`src/rtl/parallel_in_serial_out_8_bits_if.sv`:
```
// parallel_in_serial_out_8_bits_if: load/data inputs and serial/register outputs of the PISO shifter
interface parallel_in_serial_out_8_bits_if #(
    parameter int WIDTH = 8
);
    logic             Load_Shiftb_In;
    logic [WIDTH-1:0] Parallel_Data_In;
    logic             Serial_Data_Out;
    logic [WIDTH-1:0] PISO_Shift_Register;

    modport master (
        output Load_Shiftb_In,
        output Parallel_Data_In,
        input  Serial_Data_Out,
        input  PISO_Shift_Register
    );

    modport slave (
        input  Load_Shiftb_In,
        input  Parallel_Data_In,
        output Serial_Data_Out,
        output PISO_Shift_Register
    );
endinterface

```
`src/rtl/parallel_in_serial_out_8_bits.sv`:
```
// parallel_in_serial_out_8_bits: loads a parallel word and shifts it out one bit per clock
module parallel_in_serial_out_8_bits #(
    parameter int   WIDTH     = 8,
    parameter bit   MSB_FIRST = 1'b1,
    parameter logic FILL_BIT  = 1'b0
) (
    input logic                              Clk_In,
    input logic                              Reset_In,
    parallel_in_serial_out_8_bits_if.slave   piso
);
    logic [WIDTH-1:0] r_q;
    logic [WIDTH-1:0] r_d;

    // Load takes priority over shift; the vacated end is filled with FILL_BIT
    always_comb begin
        r_d = MSB_FIRST ? {r_q[WIDTH-2:0], FILL_BIT} : {FILL_BIT, r_q[WIDTH-1:1]};
        r_d = piso.Load_Shiftb_In ? piso.Parallel_Data_In : r_d;
    end

    always_ff @(posedge Clk_In or negedge Reset_In) begin
        if (!Reset_In) r_q <= '0;
        else           r_q <= r_d;
    end

    assign piso.PISO_Shift_Register = r_q;
    assign piso.Serial_Data_Out     = MSB_FIRST ? r_q[WIDTH-1] : r_q[0];
endmodule

```
`src/flat_wrapper.sv`:
```
// flat-port wrapper written by rule: the top's interface ports become plain ports
module parallel_in_serial_out_8_bits_flat 
#(
    parameter int   WIDTH     = 8,
    parameter bit   MSB_FIRST = 1'b1,
    parameter logic FILL_BIT  = 1'b0
)
  (Clk_In, Reset_In, piso_Load_Shiftb_In, piso_Parallel_Data_In, piso_Serial_Data_Out, piso_PISO_Shift_Register);
  parallel_in_serial_out_8_bits_if #(.WIDTH(WIDTH)) piso_i ();
  input logic Clk_In;
  input logic Reset_In;
  input wire logic [$bits(piso_i.Load_Shiftb_In)-1:0] piso_Load_Shiftb_In;
  input wire logic [$bits(piso_i.Parallel_Data_In)-1:0] piso_Parallel_Data_In;
  output wire logic [$bits(piso_i.Serial_Data_Out)-1:0] piso_Serial_Data_Out;
  output wire logic [$bits(piso_i.PISO_Shift_Register)-1:0] piso_PISO_Shift_Register;
  assign piso_i.Load_Shiftb_In = piso_Load_Shiftb_In;
  assign piso_i.Parallel_Data_In = piso_Parallel_Data_In;
  assign piso_Serial_Data_Out = piso_i.Serial_Data_Out;
  assign piso_PISO_Shift_Register = piso_i.PISO_Shift_Register;
  parallel_in_serial_out_8_bits #(.WIDTH(WIDTH), .MSB_FIRST(MSB_FIRST), .FILL_BIT(FILL_BIT)) u_core (.Clk_In(Clk_In), .Reset_In(Reset_In), .piso(piso_i));
endmodule
```
`config.mk`:
```
export PLATFORM = sky130hd
export DESIGN_NAME = parallel_in_serial_out_8_bits_flat
export DESIGN_NICKNAME = d
export VERILOG_FILES = /design/src/rtl/parallel_in_serial_out_8_bits_if.sv /design/src/rtl/parallel_in_serial_out_8_bits.sv /design/src/flat_wrapper.sv
export SDC_FILE = /design/constraint.sdc
export NUM_CORES = 1
export LEC_CHECK = 0
export CAP_MARGIN = 0
export CORE_AREA = 4 4 41 43
export CTS_BUF_LIST = sky130_fd_sc_hd__clkbuf_16
export DETAILED_ROUTE_END_ITERATION = 16
export DIE_AREA = 0 0 45 47
export PLACE_DENSITY = 0.6
export SYNTH_ARGS = -nofsm -noshare
export SYNTH_HDL_FRONTEND = slang
export SYNTH_SLANG_ARGS = --single-unit
```
`constraint.sdc`:
```
create_clock -name Clk_In -period 2 [get_ports Clk_In]
set_input_delay 0.4 -clock Clk_In [delete_from_list [all_inputs] [get_ports Clk_In]]
set_output_delay 0.4 -clock Clk_In [all_outputs]
set_load 0.02 [all_outputs]
```
==> qor.yml <==
clock_tree:
  insertion_delay_ns: 0.23
  cts_buffers: 3
  cts_resized: 0
  htreeDepth: 1
  clock_sinks: 8
  cts_hold_buf: 0
  clockBufferDepth: 2
  clockRootBuffer: "clkbuf_16"
  cts_setup_buffers: 0
  cts_tree: "yes"
  cts.clk_slew.worst_paths_ns: 0.04
yosys:
  synth_edf_count: 0
  synthTopCellsByArea: "dfrtp_1 (60%), mux2_4 (32%), buf_6 (3.4%)"
  synth_warnings: 0
  yosysSeqAreaShare_pct: 60.4
  synth_commonest_cells: "dfrtp_1 (8), mux2_4 (7), and2_2 (1), buf_4 (1), buf_6 (1)"
  synthesis.instances: 18
  synth_fp_nets: 29
  synth_seq_cells: 8
  synth_top_area_share_pct: 60.4
  synth.most_common_cell: "dfrtp_1"
  ys_types: 5
  synthFlopType: "dfrtp_1"
  async_reset_ff_share_pct: 100
  avgSynthCellArea_um2: 18.4
  synth.largest_area_cell: "dfrtp_1"
  synth_area_um2: 332
detailed_routing:
  num_vias: 225
  wl_met1_um: 264
  dr_wl_met2_um: 319
  highest_layer: "met4"
  remaining_drc_errors: 0
  ant_nets: 0
  wl_um: 723
  firstDrtPassIters: 1
  via_per_inst: 4.25
  dr_wl_met3_um: 110
  wl_per_cell_um: 13.6
  initialDrtViolationCount: 0
global_routing:
  antenna_found_initial: 0
  grt_usage_pct: 8.55
  grt_max_degree: 9
  grt_pass1_vias: 270
  grt_pass1_wl_mm: 1.12
  grt_overflow: 0
sta:
  finalCritPeriodShare_pct: 79.5
  period_needed_ns: 1.59
  worst_pin_slew_ns: 0.460
  setup-tns-final_ns: 0
  hold-worst-slack_ns: 0.448
  finalHoldViolations: 0
  timing.final.max_slew_violations: 0
  max_freq_ghz: 0.629
  skew_ns: 0.00165
  finalSetupViolations: 0
  slew_headroom_pct: 69.2
  rsz0062_at_grt: "false"
layout:
  largest_reg_flops: 8
  num-nets-final: 51
  diodes: 0
  stdcell_count: 53
  drive_gt1_share_pct: 28.9
  syn2layout_area_growth_pct: 80.0
  fillers: 129
power_and_ir_drop:
  pwr-share-clk_pct: 53.1
  leakage_uw: 0.000267
  p_sw_uw: 119
  swShare_pct: 19.3
  ir_drop_uv: 440
  power.internal_uw: 499
  p_comb_share_pct: 17.0
  pwr-share-seq_pct: 29.9
  p_per_area_mw_per_mm2: 1040
setup_path:
  r2r_start: "u_core.piso.PISO_Shift_Register[5]"
  cp_slowest_stage_delay_ns: 0.62
  crit_arrival_ns: 1.19
  reg2reg_slack_ns: 1.24
  critPathCaptureType: "output pin"
  worstReg2RegEnd: "u_core.piso.PISO_Shift_Register[6]"
  path_max_fanout: 2
  crit_chain: "clkdlybuf4s50_1"
  crit_buf_inv: 1
  worst_path_max_delay_cell: "clkdlybuf4s50_1"
  path_class: "reg -> out"
  crit_family: "buffers and inverters"
  reg2reg_depth: 1
  cp-start-kind: "flop"
  cp.required_ns: 1.60
floorplan:
  die-area_mm2: 0.00212
  die_y_um: 47
  core_mm2: 0.00130
  num_rows: 13
  pin_count: 20
  die_x_um: 45
  start_util_pct: 25.5
run_status:
  status: "complete, no violations"
place:
  port_buffers: 19
  placed_cells: 50
  routabilityCongestion: 0.722
hold_path:
  hp-class: "in -> async"
job:
  maxCapViolations: 0
-- layout by cell type (no fill, tap or decap) --
cell type and instances:
and2_2 1, clkdlybuf4s50_1 19, dfrtp_1 8, mux2_4 7, clkbuf_16 3
-- power by group through the flow --
stage	clock [uW]	sequential (uW)	combinational [uW]
after CTS	338	185	107
final	328	185	105
after floorplan	0	205	33.4
after detailed placement	0	187	106
after global placement	0	186	105
after global routing	346	187	111
-- layer usage --
layer  track usage, %  vias to the layer above
met4             8.77                        0
met5                0                        -
met1             7.98                      102
li1                 -                       99
met2             13.0                       21
met3             4.60                        3
-- worst max-delay path by stage --
stage                                            start  cells after the start  slack, ns                            endpoint
CTS                 u_core.piso.PISO_Shift_Register[2]                      1       0.40         piso_PISO_Shift_Register[2]
floorplan           u_core.piso.PISO_Shift_Register[7]                      1       0.99         piso_PISO_Shift_Register[7]
global route        u_core.piso.PISO_Shift_Register[5]                      1       0.37         piso_PISO_Shift_Register[5]
global placement                   piso_Load_Shiftb_In                      2       0.40  u_core.piso.PISO_Shift_Register[6]
finish              u_core.piso.PISO_Shift_Register[2]                      1       0.41         piso_PISO_Shift_Register[2]
detailed placement                 piso_Load_Shiftb_In                      2       0.35  u_core.piso.PISO_Shift_Register[6]
-- stage by stage --
step / setup slack, ns / utilization (%) / power, uW / area [um^2]
after floorplan: 0.987 / - / 238 / 332
after global placement: 0.398 / 40.1 / 291 / 522
after detailed placement: 0.353 / 40.1 / 293 / 522
after CTS: 0.401 / 45.9 / 631 / 597
after global routing: 0.373 / 45.9 / 644 / 597
final: 0.409 / 45.9 / 618 / 597
-- area by class of cell --
| class | instances | area, um^2 | share of cell area (%) |
|---|---|---|---|
| well taps | 15 | 18.8 | 3.14 |
| repair buffers | 19 | 190 | 31.9 |
| flip-flops and latches | 8 | 200 | 33.5 |
| multi-input cells | 8 | 113 | 18.9 |
| clock buffers | 3 | 75.1 | 12.6 |
-- cells by family after synthesis --
logic type / synth area share [%]
DFF: 60.4
muxes: 31.7
buffers and inverters: 5.66
and+or+nand+nor: 2.26
Note: power is estimated with default switching activity, not from simulation.
